$ cat src/rtl/serial_adder_pkg.sv
// ----------------------------------------------------------------------------
// serial_adder_pkg
// Shared definitions for the bit-serial add/subtract sequencer:
//   - FSM state encoding (2'd3 is unused and recovers to IDLE)
//   - operation select constants for the 'sub' input
// ----------------------------------------------------------------------------
package serial_adder_pkg;

    typedef enum logic [1:0] {
        ST_IDLE = 2'd0,
        ST_RUN  = 2'd1,
        ST_DONE = 2'd2
    } state_e;

    localparam logic ADD_OP = 1'b0;
    localparam logic SUB_OP = 1'b1;

endpackage

$ cat src/rtl/serial_adder_ctrl_fulladder.sv
// ----------------------------------------------------------------------------
// fulladder
// Single-bit full-adder cell.
// Ports:
//   a, b  : addend bits
//   cin   : carry in
//   cout  : carry out
//   sum   : sum bit
// ----------------------------------------------------------------------------
module fulladder (
    input  logic a,
    input  logic b,
    input  logic cin,
    output logic cout,
    output logic sum
);

    assign sum  = a ^ b ^ cin;
    assign cout = (a & b) | (cin & (a ^ b));

endmodule

$ cat src/rtl/serial_adder_ctrl.sv
// ----------------------------------------------------------------------------
// serial_adder_ctrl
// Bit-serial add/subtract sequencer. Operands are accepted through a
// start/ready handshake and fed LSB first, one bit pair per clock, into a
// single full-adder cell. Sum bits are shifted into 'result' from the MSB
// end, so after WIDTH run cycles the word is aligned. Subtraction is done
// as a + ~b + 1 (the +1 is the preset carry).
//
// Ports:
//   clk       : rising-edge clock
//   rst_n     : asynchronous active-low reset
//   start     : request, accepted only while ready=1
//   sub       : 0 = a+b, 1 = a-b (sampled with start)
//   a, b      : WIDTH-bit operands (sampled with start)
//   ready     : block can accept start this cycle
//   done      : one-cycle pulse, result/cout/overflow valid
//   result    : sum/difference, held until the next accepted start
//   cout      : final carry out (for sub: 1 = no borrow)
//   overflow  : signed overflow (carry into MSB xor carry out of MSB)
//
// State table:
//   state   | meaning
//   --------+----------------------------------------------------------
//   ST_IDLE | waiting for start, ready=1
//   ST_RUN  | one bit per cycle through the cell, ready=0
//   ST_DONE | done pulse, ready=1; a start here is accepted back-to-back
// ----------------------------------------------------------------------------
module serial_adder_ctrl
    import serial_adder_pkg::*;
#(
    parameter  int WIDTH = 8,
    localparam int CNT_W = $clog2(WIDTH + 1)
) (
    input  logic             clk,
    input  logic             rst_n,
    input  logic             start,
    input  logic             sub,
    input  logic [WIDTH-1:0] a,
    input  logic [WIDTH-1:0] b,
    output logic             ready,
    output logic             done,
    output logic [WIDTH-1:0] result,
    output logic             cout,
    output logic             overflow
);

    state_e             state_q;
    state_e             state_d;

    logic [WIDTH-1:0]   op_a;
    logic [WIDTH-1:0]   op_b;
    logic               carry_q;
    logic [CNT_W-1:0]   cnt;

    logic               accept;
    logic               last_bit;
    logic               fa_sum;
    logic               fa_cout;

    fulladder u_fa (
        .a    (op_a[0]),
        .b    (op_b[0]),
        .cin  (carry_q),
        .cout (fa_cout),
        .sum  (fa_sum)
    );

    assign accept   = start & ready;
    assign last_bit = (state_q == ST_RUN) && (cnt == CNT_W'(WIDTH - 1));

    // ------------------------------------------------------------------
    // FSM state register
    // ------------------------------------------------------------------
    always_ff @(posedge clk or negedge rst_n) begin
        if (!rst_n) begin
            state_q <= ST_IDLE;
        end else begin
            state_q <= state_d;
        end
    end

    // ------------------------------------------------------------------
    // FSM next state and outputs
    // ------------------------------------------------------------------
    always_comb begin
        state_d = state_q;
        ready   = 1'b0;
        done    = 1'b0;
        case (state_q)
            ST_IDLE: begin
                ready = 1'b1;
                if (start) begin
                    state_d = ST_RUN;
                end
            end
            ST_RUN: begin
                if (last_bit) begin
                    state_d = ST_DONE;
                end
            end
            ST_DONE: begin
                ready   = 1'b1;
                done    = 1'b1;
                state_d = start ? ST_RUN : ST_IDLE;
            end
            default: begin
                state_d = ST_IDLE;
            end
        endcase
    end

    // ------------------------------------------------------------------
    // Datapath: operand shifters, carry, bit counter, result and flags
    // ------------------------------------------------------------------
    always_ff @(posedge clk or negedge rst_n) begin
        if (!rst_n) begin
            op_a     <= '0;
            op_b     <= '0;
            carry_q  <= 1'b0;
            cnt      <= '0;
            result   <= '0;
            cout     <= 1'b0;
            overflow <= 1'b0;
        end else if (accept) begin
            op_a     <= a;
            op_b     <= (sub == ADD_OP) ? b : ~b;
            carry_q  <= (sub == SUB_OP);
            cnt      <= '0;
            result   <= '0;
            cout     <= 1'b0;
            overflow <= 1'b0;
        end else if (state_q == ST_RUN) begin
            // Shift form that stays legal for WIDTH=1 (no [0:1] slice).
            result  <= (result >> 1) | (WIDTH'(fa_sum) << (WIDTH - 1));
            op_a    <= op_a >> 1;
            op_b    <= op_b >> 1;
            carry_q <= fa_cout;
            cnt     <= cnt + CNT_W'(1);
            if (last_bit) begin
                cout     <= fa_cout;
                overflow <= carry_q ^ fa_cout;
            end
        end
    end

endmodule

$ cat config.mk
export PLATFORM = sky130hd
export DESIGN_NAME = serial_adder_ctrl
export DESIGN_NICKNAME = d
export VERILOG_FILES = /design/src/rtl/serial_adder_pkg.sv /design/src/rtl/serial_adder_ctrl_fulladder.sv /design/src/rtl/serial_adder_ctrl.sv
export SDC_FILE = /design/constraint.sdc
export NUM_CORES = 1
export LEC_CHECK = 0
export ABC_CLOCK_PERIOD_IN_PS = 1500
export BUFFER_PORTS_ARGS = -buffer_cell sky130_fd_sc_hd__buf_4
export CELL_PAD_IN_SITES_DETAIL_PLACEMENT = 0
export CELL_PAD_IN_SITES_GLOBAL_PLACEMENT = 1
export CORE_MARGIN = 5
export CORE_UTILIZATION = 30
export DETAILED_ROUTE_END_ITERATION = 10
export PLACE_DENSITY_LB_ADDON = 0.1
export REMOVE_ABC_BUFFERS = 1
export SLEW_MARGIN = 20
export SYNTH_ARGS = -nofsm -noshare
export SYNTH_HDL_FRONTEND = slang
export SYNTH_SLANG_ARGS = --single-unit
$ cat constraint.sdc
create_clock -name clk -period 1.5 [get_ports clk]
set_input_delay 0.15 -clock clk [delete_from_list [all_inputs] [get_ports clk]]
set_output_delay 0.15 -clock clk [all_outputs]
set_load 0.05 [all_outputs]
# Word-level counts from Yosys, hierarchy flattened
# Cells that the tools add are included.
[op_classes]
addsub = 1
eq_ne = 5
bitwise_logic = 9
muxes = 23
n_reduce_logical = 7
[ops]
columns = ["op", "count"]
rows = [
  ["$mux W8", 7],
  ["$mux W1", 11],
  ["$mux W4", 2],
  ["$not A8 Y8", 1],
  ["$or A7 B8 Y8", 1],
  ["$pmux W2 S3", 1],
  ["$add A4 B1 Y4 const B", 1],
  ["$eq A4 B3 Y1 const B", 1],
  ["$mux W2", 2],
  ["$ne A2 B2 Y1 const B", 2],
  ["$reduce_and A2 Y1", 2],
  ["$reduce_bool A2 Y1", 2],
  ["$and A1 B1 Y1", 3],
  ["$xor A1 B1 Y1", 3],
  ["$eq A2 B1 Y1 const B", 1],
  ["$eq A2 B2 Y1 const B", 1],
  ["$logic_not A2 Y1", 1],
  ["$reduce_or A2 Y1", 1],
  ["$logic_and A1 B1 Y1", 1],
  ["$or A1 B1 Y1", 1],
]
[word_totals]
inputBits = 20
word_cells = 53
reg_bits = 33
output_inout_bits = 12

# Depth between registers and ports, before layout
# Gate-level depths: netlist (run 1).
[depth]
ltp_word = 7
ltp_mapped = 5
mapped_depth_nobuf = 4

# Cells and area by module
# A second synthesis (run 1) with hierarchy kept.
[unflattened]
cells_unflattened = 145
hier_area_um2 = 1524.0
[by_module_without_submodules]
columns = ["module", "cells_per_inst", "n_inst", "seq_area_each_um2", "area_each_um2"]
rows = [
  ["serial_adder_ctrl", 144, 1, 825.8, 1503.9],
  ["fulladder", 1, 1, 0.0, 20.0],
]

# Worst setup path after synthesis (run 1)
# OpenSTA, ideal clock, no wires.
[synth_timing]
path_type = "flip-flop to flip-flop"
start = "register carry_q"
end = "register carry_q"
setup_ns = 0.118
required_ns = 1.382
path_stages_with_launch = 4
arrival_ns = 1.208
setup_slack_ns = 0.174
period_less_slack_ns = 1.326
path_buffers = 0
path_cell_list = "dfrtp_1 fa_1 a22o_1 a21o_1"
[synth_between]
elab_chain_len = 4
[synth_rtl]
columns = ["item", "line", "text"]
rows = [
  ["start: declaration", "serial_adder_ctrl.sv:52", "logic carry_q;"],
  ["start signal: assignment", "serial_adder_ctrl.sv:127", "carry_q <= (sub == SUB_OP);"],
  ["start signal: assignment", "serial_adder_ctrl.sv:137", "carry_q <= fa_cout;"],
  ["$and A1 B1 Y1", "serial_adder_ctrl_fulladder.sv:19", "assign cout = (a & b) | (cin & (a ^ b));"],
  ["$or A1 B1 Y1", "serial_adder_ctrl_fulladder.sv:19", ""],
  ["$mux W1", "serial_adder_ctrl.sv:132", "end else if (state_q == ST_RUN) begin"],
  ["$mux W1", "serial_adder_ctrl.sv:124", "end else if (accept) begin"],
]
# No other way between the ends. The select of a mux whose other input is x is not followed.
# A chain may end at the register's enable or synchronous reset.

# Final worst setup path (run 1)
[layout_timing]
start = "register carry_q"
end = "register overflow"
[layout_between]
elab_chain_len = 6
[layout_rtl]
columns = ["item", "line", "text"]
rows = [
  ["$and A1 B1 Y1", "serial_adder_ctrl_fulladder.sv:19", ""],
  ["$or A1 B1 Y1", "serial_adder_ctrl_fulladder.sv:19", ""],
  ["$xor A1 B1 Y1 *", "serial_adder_ctrl.sv:141", "overflow <= carry_q ^ fa_cout;"],
  ["$mux W1 *", "serial_adder_ctrl.sv:139", "if (last_bit) begin"],
  ["$mux W1 *", "serial_adder_ctrl.sv:132", ""],
  ["$mux W1 *", "serial_adder_ctrl.sv:124", ""],
  ["end signal: assignment", "serial_adder_ctrl.sv:141", ""],
  ["end: declaration", "serial_adder_ctrl.sv:44", "output logic overflow"],
]
# Every way passes the cells marked *; elsewhere a longest branch is shown, timed or not. The select of a mux whose other input is x is not followed.

==> results.toml, run 1 <==
[floorplanning]
core_area_um2 = 5010
start_util_pct = 30.4
die_area_um2 = 6610
io_pins = 32
dieHeight_um = 81.3
placementRows = 26
fp.dieW_um = 81.3

[placed_design]
place_congestion = 0.705
dpl.hpwl_um = 2320
port_buffers = 31
dp_cells = 241

[global_routing]
track_usage_pct = 11.4
grt_first_pass_wirelength_um = 5670
grt_overflow = 0
grt_max_degree = 34
antenna_found_initial = 0
grt_pass1_vias = 1148

[layout]
area_growth_pct = 26.8
fillers = 539
diodes = 0
layoutNonFillerInstCount = 250
fin_util_pct = 38.6
drive_above_1_share_pct = 27.2
fin_nets = 201
final-seq-area_um2 = 826
multi_input_area_um2 = 616

[power]
leakage_uw = 0.000934
power.density_nw_per_um2 = 2280
ir_drop_mv = 0.629

[logic_synthesis]
ys_types = 30
ys.flop_type = "dfrtp_1"
yosysTopAreaCellShare_pct = 54.1
yosysMostFrequentCell = "dfrtp_1"
yosysTopAreaCell = "dfrtp_1"
avgSynthCellArea_um2 = 10.5
ys_warn_count = 0
synthTopCellsByArea = "dfrtp_1 54%, nand2_1 7.1%, a22o_1 6.9%"
synth_cells = 145
ys_ff_latch = 33
synth_commonest_cells = "33 x dfrtp_1, 29 x nand2_1, 12 x a22o_1, 12 x a31oi_1, 12 x nor2_1"
synth_area_um2 = 1530
yosysSeqAreaShare_pct = 54.1
async_reset_ff_share_pct = 100
synth_edf_count = 0

[routing]
dr.pass1.iters = 6
via_count = 1161
post-route-drc-count = 0
first_iter_violations = 53
wl_um = 3460
ant_nets = 0
avgViaCountPerCell = 4.64
routedWlPerCell_um = 13.8

[sta]
tightest_slew_ps = 429
skew_ps = 8.88
maxClockFrequency_ghz = 0.722
fin_crit_sh_pct = 92.4
setup_tns_ps = 0
slew_violations = 0
slew_headroom_pct = 71.4
holdWs_ps = 91.5
min_period_ps = 1390
timing_hold_violations_final = 0
rsz0062_at_grt = "false"
setup_viol = 0

[critical_path]
r2r_start = "carry_q$_DFFE_PN0P_"
r2r_cells = 3
cp_slowest_cell = "fa_1"
crit_path_start_kind = "register"
crit_type = "reg2reg"
arrival_ps = 1570
r2r_end = "overflow$_DFFE_PN0P_"
slowest_delay_ps = 480
crit_path_end_kind = "register"
rrSetupSlack_ps = 110
cp.required_ps = 1680
crit_path_cell_trace = "fa_1 -> xnor2_1 -> a211oi_1"
cp_max_fo = 3

[clock_network]
clk_path_buf_depth = 2
cts_root_buffer = "clkbuf_8"
cts_tree = "yes"
clk_pin_slew_ps = 70
cts.sinks = 33
numCtsBuffers = 5
post_cts_buffers = 0
clk_latency_ps = 280
cts-resized-gates = 0
h-tree-depth = 2
holdBufCountCts = 1

[run]
maxCapViolCount = 0

[min_path]
worst_hold_path.endpoint = "op_a[7]$_DFFE_PN0P_"
worstHoldStart = "a[7]"
whs_path_depth = 2
hp-class = "in2reg"

[status]
outcome = "completed"
## critical path, delay by kind of cell, from the launching register on
kind | cells | cell delay (ps)
fa+ha+maj | 1 | 480
flops | 1 | 420
compound gates | 1 | 240
xor+xnor | 1 | 150
## through the flow
stage	cell area, µm²	total power [µW]	setup slack (ps)
floorplan	1450	2980	174
global placement	1820	3660	156
detailed placement	1820	3730	103
CTS	1930	4490	85.4
global route	1930	4730	55.8
finish	1930	4420	115
## sequential cells by signal, indices dropped and copies added (netlist names)
name      flops
state_q       2
result        8
op_a          8
carry_q       1
op_b          8
cnt           4
cout          1
overflow      1
## cells by family (layout without fill, tap and decap cells)
family | Yosys count | in the layout | synth area share, %
compound gates | 32 | 32 | 15.1
simple gates | 54 | 54 | 15.7
mux | 3 | 3 | 2.30
xor+xnor | 9 | 9 | 5.17
fa+ha+maj | 2 | 2 | 2.13
buf+inv | 12 | 47 | 5.50
flops | 33 | 33 | 54.1
## area by class of cell
type / instances / share of cell area, %
sequential: 33 / 42.7
multi-input combinational: 100 / 31.8
timing repair buffer: 38 / 15.5
clock buffer: 7 / 4.98
tap: 70 / 4.53
clock inverter: 1 / 0.259
inverter: 1 / 0.194
## where the power goes
group	switching, µW	internal (µW)	total (µW)
Sequential	279	1300	1580
Clock	323	415	737
Combinational	1250	851	2100
## worst max path at each step
stage | startpoint | to | slack, ps | cells after the start
floorplan | carry_q$_DFFE_PN0P_ | carry_q$_DFFE_PN0P_ | 170 | 3
global placement | carry_q$_DFFE_PN0P_ | carry_q$_DFFE_PN0P_ | 160 | 3
detailed placement | carry_q$_DFFE_PN0P_ | overflow$_DFFE_PN0P_ | 100 | 3
CTS | carry_q$_DFFE_PN0P_ | overflow$_DFFE_PN0P_ | 90 | 3
global route | state_q[1]$_DFFE_PN0P_ | op_a[5]$_DFFE_PN0P_ | 60 | 4
finish | carry_q$_DFFE_PN0P_ | overflow$_DFFE_PN0P_ | 110 | 3
## cell usage in the layout, fill, tap and decap left out
cell type and n:
xor2_1 8, a31oi_1 12, nand4_1 1, clkinv_2 1, clkbuf_8 7, buf_4 36
nor2_1 12, mux2_4 1, nand3_1 4, xnor2_1 1, nor2b_1 2, a22o_1 12
a211oi_1 1, fa_1 1, a21oi_1 1, nand2b_1 2, mux2i_1 2, and2b_4 1
nand2_1 29, nor2_2 1, a22oi_1 2, a21o_1 1, dlygate4sd3_1 1, dfrtp_1 33
o21ai_0 3, and3b_1 1, ha_1 1, inv_1 1, and2_4 1, buf_12 1
## routing by layer
metal / vias up / wire length (µm) / global-route usage, %
met4: 0 / 51 / 4.05
met5: - / 0 / 0
met1: 559 / 1640 / 15.2
met2: 30 / 1610 / 17.5
li1: 566 / - / -
met3: 6 / 159 / 3.33
(Power assumes the default switching activity.)
==> run 2: changes to the inputs <==
CORE_ASPECT_RATIO = 1.1   (was not set)
MAX_ROUTING_LAYER = met4   (was not set)
==> run 2 against run 1 <==
Net effect:
- clock power down 13%
- worst hold slack worse by 1.5 ps
- via count up 2.2%
- register-to-register slack about the same
- global-route usage up 0.21 points
- die area about the same
- critical path depth unchanged
- final area down 1.4%
- utilization down 0.19 points
- non-clock buffer count up 1
- sequential share of layout area up 0.59 points
- critical path type unchanged
- critical endpoint unchanged
==> results.toml, run 2 (synthesis gave the netlist of run 1 again) <==
[layout]
fin_nets = 202
final_area_um2 = 1910
drive_above_1_share_pct = 27.1
top_regs = "op_a x8, op_b x8, result x8"
diodes = 0
fillers = 489
layout.cells.most_common = "buf_4"
area_growth_pct = 25.1
final_cell_mix = "37 x buf_4, 33 x dfrtp_1, 29 x nand2_1"
fin_util_pct = 38.4

[global_routing]
grt_first_pass_wirelength_um = 5880
antenna_found_initial = 0
grt_max_degree = 34
track_usage_pct = 11.6
grt_pass1_vias = 1191
grt_overflow = 0

[floorplanning]
die_area_um2 = 6610
io_pins = 32
start_util_pct = 30.7
placementRows = 27
dieHeight_um = 84.8
core_area_um2 = 4970
fp.dieW_um = 78.0

[sta]
setup_viol = 0
min_period_ps = 1390
tightest_slew_ps = 421
timing_hold_violations_final = 0
holdWs_ps = 90.0
skew_ps = 6.15
maxClockFrequency_ghz = 0.722
setup_tns_ps = 0
slew_violations = 0
fin_crit_sh_pct = 92.4
slew_headroom_pct = 71.9
rsz0062_at_grt = "false"

[clock_network]
numCtsBuffers = 5
h-tree-depth = 2
cts-resized-gates = 0
clk_latency_ps = 280
cts_root_buffer = "clkbuf_8"
clk_pin_slew_ps = 70
cts_tree = "yes"
clk_path_buf_depth = 2
cts.sinks = 33

[critical_path]
slowest_delay_ps = 490
cp_max_fo = 3
crit_path_cell_trace = "fa_1 -> xnor2_1 -> a211oi_1"
cp.required_ps = 1690
crit_path_start_kind = "register"
r2r_cells = 3
cp_slowest_cell = "fa_1"
crit_type = "reg2reg"
crit_path_end_kind = "register"
arrival_ps = 1580

[routing]
post-route-drc-count = 0
dr.pass1.iters = 6
via_count = 1186
first_iter_violations = 82
ant_nets = 0
wl_um = 3440
avgViaCountPerCell = 4.96
routedWlPerCell_um = 14.4

[power]
leakage_uw = 0.000929
power.density_nw_per_um2 = 2280
ir_drop_mv = 0.572

[min_path]
whs_path_depth = 2
hp-class = "in2reg"

[run]
maxCapViolCount = 0

[status]
outcome = "completed"

[placed_design]
dpl.hpwl_um = 2240
place_area_um2 = 1820
port_buffers = 31
place_congestion = 0.752
run 2: layout make-up:
cell class	count	area, µm²	share of cell area, %
Tap cell	58	72.6	3.80
Clock buffer	6	72.6	3.80
Inverter	1	3.75	0.197
Multi-Input combinational cell	100	616	32.3
Sequential cell	33	826	43.3
Clock inverter	2	10.0	0.525
Timing Repair Buffer	39	308	16.1
run 2: repair_timing:
item	4_1_cts	5_1_grt
hold buffers	1	0
buffers inserted	0	0
endpoints found under the hold margin	33	0
run 2: routing by layer:
metal,GRT usage [%],wire (µm),up-vias
li1,-,-,567
met1,15.0,1600,573
met4,3.23,48,0
met5,-,0,-
met2,17.2,1570,41
met3,4.08,212,5
run 2: path summary, 6_finish.rpt:
path                                      from                      to  slack [ps]
max                        carry_q$_DFFE_PN0P_    overflow$_DFFE_PN0P_         110
max in group asynchronous                rst_n     op_a[7]$_DFFE_PN0P_         850
min                                       a[7]     op_a[7]$_DFFE_PN0P_          90
min in group asynchronous                rst_n  state_q[0]$_DFFE_PN0P_         350
min reg2reg                op_a[1]$_DFFE_PN0P_     op_a[0]$_DFFE_PN0P_         500
max reg2reg                carry_q$_DFFE_PN0P_    overflow$_DFFE_PN0P_         110
run 2: stage by stage:
step	setup slack, ps	power, µW	cells
floorplan	174	2980	134
global placement	155	3690	230
detailed placement	132	3730	230
CTS	121	4400	239
global route	70.1	4690	239
finish	114	4350	239
run 2: critical path, delay by kind of cell (launching register included):
family                     cells  cell delay, ps
DFF                            1             420
adders and majority gates      1             490
AOI/OAI and AO/OA              1             230
xor gates and xnor gates       1             150
run 2: power by group:
| part | switching (µW) | leakage, µW | internal [µW] |
|---|---|---|---|
| clock | 322 | 0.0000450 | 321 |
| sequential | 280 | 0.000414 | 1300 |
| combinational | 1260 | 0.000470 | 866 |
==> run 3: changes to the inputs <==
REMOVE_ABC_BUFFERS = not set   (was 1)
==> run 3 against run 2 <==
Net effect:
- worst hold slack improved by 0.65 ps
- register-to-register slack barely moved
- sequential share of layout area fell by 0.70 points
- final cell count fell by 0.42%
- combinational power barely moved
- power rose by 4.5%
- critical endpoint is now carry_q$_DFFE_PN0P_
- die area did not move
- routed wire length fell by 1.5%
- sequential cell count did not move
- fmax barely moved
- first-iteration DRC count fell by 2.4%
==> results.toml, run 3 (synthesis gave the netlist of run 1 again) <==
[status]
outcome = "completed"

[placed_design]
place_congestion = 0.731
pre_cts_ws_ps = 109
dpl.hpwl_um = 2300
port_buffers = 31

[sta]
tightest_slew_ps = 420
setup_ws_ps = 114
setup_tns_ps = 0
fin_crit_sh_pct = 92.4
maxClockFrequency_ghz = 0.721
setup_viol = 0
min_period_ps = 1390
slew_violations = 0
skew_ps = 5.08
slew_headroom_pct = 72.0
rsz0062_at_grt = "false"
timing_hold_violations_final = 0

[clock_network]
h-tree-depth = 2
clk_path_buf_depth = 2
clk_pin_slew_ps = 70
post_cts_buffers = 0
cts.sinks = 33
clk_latency_ps = 280
numCtsBuffers = 5
cts_root_buffer = "clkbuf_8"
cts_tree = "yes"

[power]
power.density_nw_per_um2 = 2350
switching_power_uw = 1860
leakage_uw = 0.000939
p_sw_share_pct = 40.8
combPwrFrac_pct = 46.6
internal_power_uw = 2690
ir_drop_mv = 0.642
pwr-share-seq_pct = 34.7
clock_power_share_pct = 18.7

[routing]
first_iter_violations = 80
wl_met2_um = 1570
post-route-drc-count = 0
avgViaCountPerCell = 4.92
met1_length_um = 1550
dr.pass1.iters = 4
ant_nets = 0
routedWlPerCell_um = 14.2
routed.top_layer = "met4"
via_count = 1172
wl_met3_um = 222
wl_um = 3390

[floorplanning]
io_pins = 32
dieHeight_um = 84.8
fp.dieW_um = 78.0
die_area_um2 = 6610
start_util_pct = 30.7
placementRows = 27
core_area_um2 = 4970

[layout]
fin_util_pct = 39.1
layout.cells.most_common = "buf_4"
fin_nets = 201
drive_above_1_share_pct = 27.2
diodes = 0
top_regs = "op_a x8, op_b x8, result x8"
final_cell_mix = "36 x buf_4, 33 x dfrtp_1, 29 x nand2_1"
area_growth_pct = 27.2

[critical_path]
r2r_end = "carry_q$_DFFE_PN0P_"
crit_path_end_kind = "register"
rrSetupSlack_ps = 110
cp.required_ps = 1670
crit_path_start_kind = "register"
worstSetupEndpoint = "carry_q$_DFFE_PN0P_"
arrival_ps = 1550
crit_start = "carry_q$_DFFE_PN0P_"
crit_type = "reg2reg"
r2r_cells = 3
r2r_start = "carry_q$_DFFE_PN0P_"
cp_max_fo = 3

[global_routing]
track_usage_pct = 11.4
grt_pass1_vias = 1164
grt_max_degree = 34
grt_first_pass_wirelength_um = 5730
grt_overflow = 0
antenna_found_initial = 0

[min_path]
hp-class = "in2reg"
whs_path_depth = 2

[run]
maxCapViolCount = 0

[logic_synthesis]
syn-num-nets = 167
run 3: through the flow:
step / hold WS (ps) / cell area (µm²) / std cells / power (µW)
floorplan: -146 / 1530 / 145 / 3160
global placement: 119 / 1810 / 229 / 3670
detailed placement: 124 / 1810 / 229 / 3720
CTS: 80.5 / 1930 / 238 / 4610
global route: 79.7 / 1940 / 238 / 4870
finish: 90.7 / 1940 / 238 / 4550
run 3: worst min path at each step:
| stage | startpoint | to | slack (ps) |
|---|---|---|---|
| after floorplan | rst_n | carry_q$_DFFE_PN0P_ | -150 |
| after global placement | rst_n | op_a[7]$_DFFE_PN0P_ | 120 |
| after detailed placement | rst_n | result[2]$_DFFE_PN0P_ | 120 |
| after CTS | a[7] | op_a[7]$_DFFE_PN0P_ | 80 |
| after global routing | a[7] | op_a[7]$_DFFE_PN0P_ | 80 |
| final | a[7] | op_a[7]$_DFFE_PN0P_ | 90 |
run 3: layout make-up:
type,instances,area [µm²]
multi-input cells,100,621
flip-flops and latches,33,826
well taps,58,72.6
clock buffers,7,86.3
inverters,1,3.75
repair buffers,38,300
clock inverters,1,30.0
fillers,486,3030
run 3: power groups by stage:
stage | sequential (µW) | clock [µW] | combinational [µW]
2_1_floorplan | 1920 | 0 | 1240
3_3_place_gp | 1580 | 0 | 2090
3_5_place_dp | 1590 | 0 | 2130
4_1_cts | 1580 | 884 | 2140
5_1_grt | 1640 | 915 | 2320
6_report | 1580 | 853 | 2120
run 3: worst max-delay path, stage by stage, from the launching register on:
cell and delay, ps:
dfrtp_1 420, fa_1 490, a22o_1 220, a21o_1 150
run 3: what timing repair did:
action	CTS	global route
endpoints found under the setup margin	0	1
endpoints found under the hold margin	33	0
hold buffers	1	0
gates resized for setup	0	1
run 3: layer usage:
| layer | GRT usage (%) | up-vias |
|---|---|---|
| met5 | - | - |
| met4 | 3.69 | 0 |
| met3 | 3.65 | 5 |
| met2 | 17.3 | 34 |
| met1 | 14.4 | 569 |
| li1 | - | 564 |
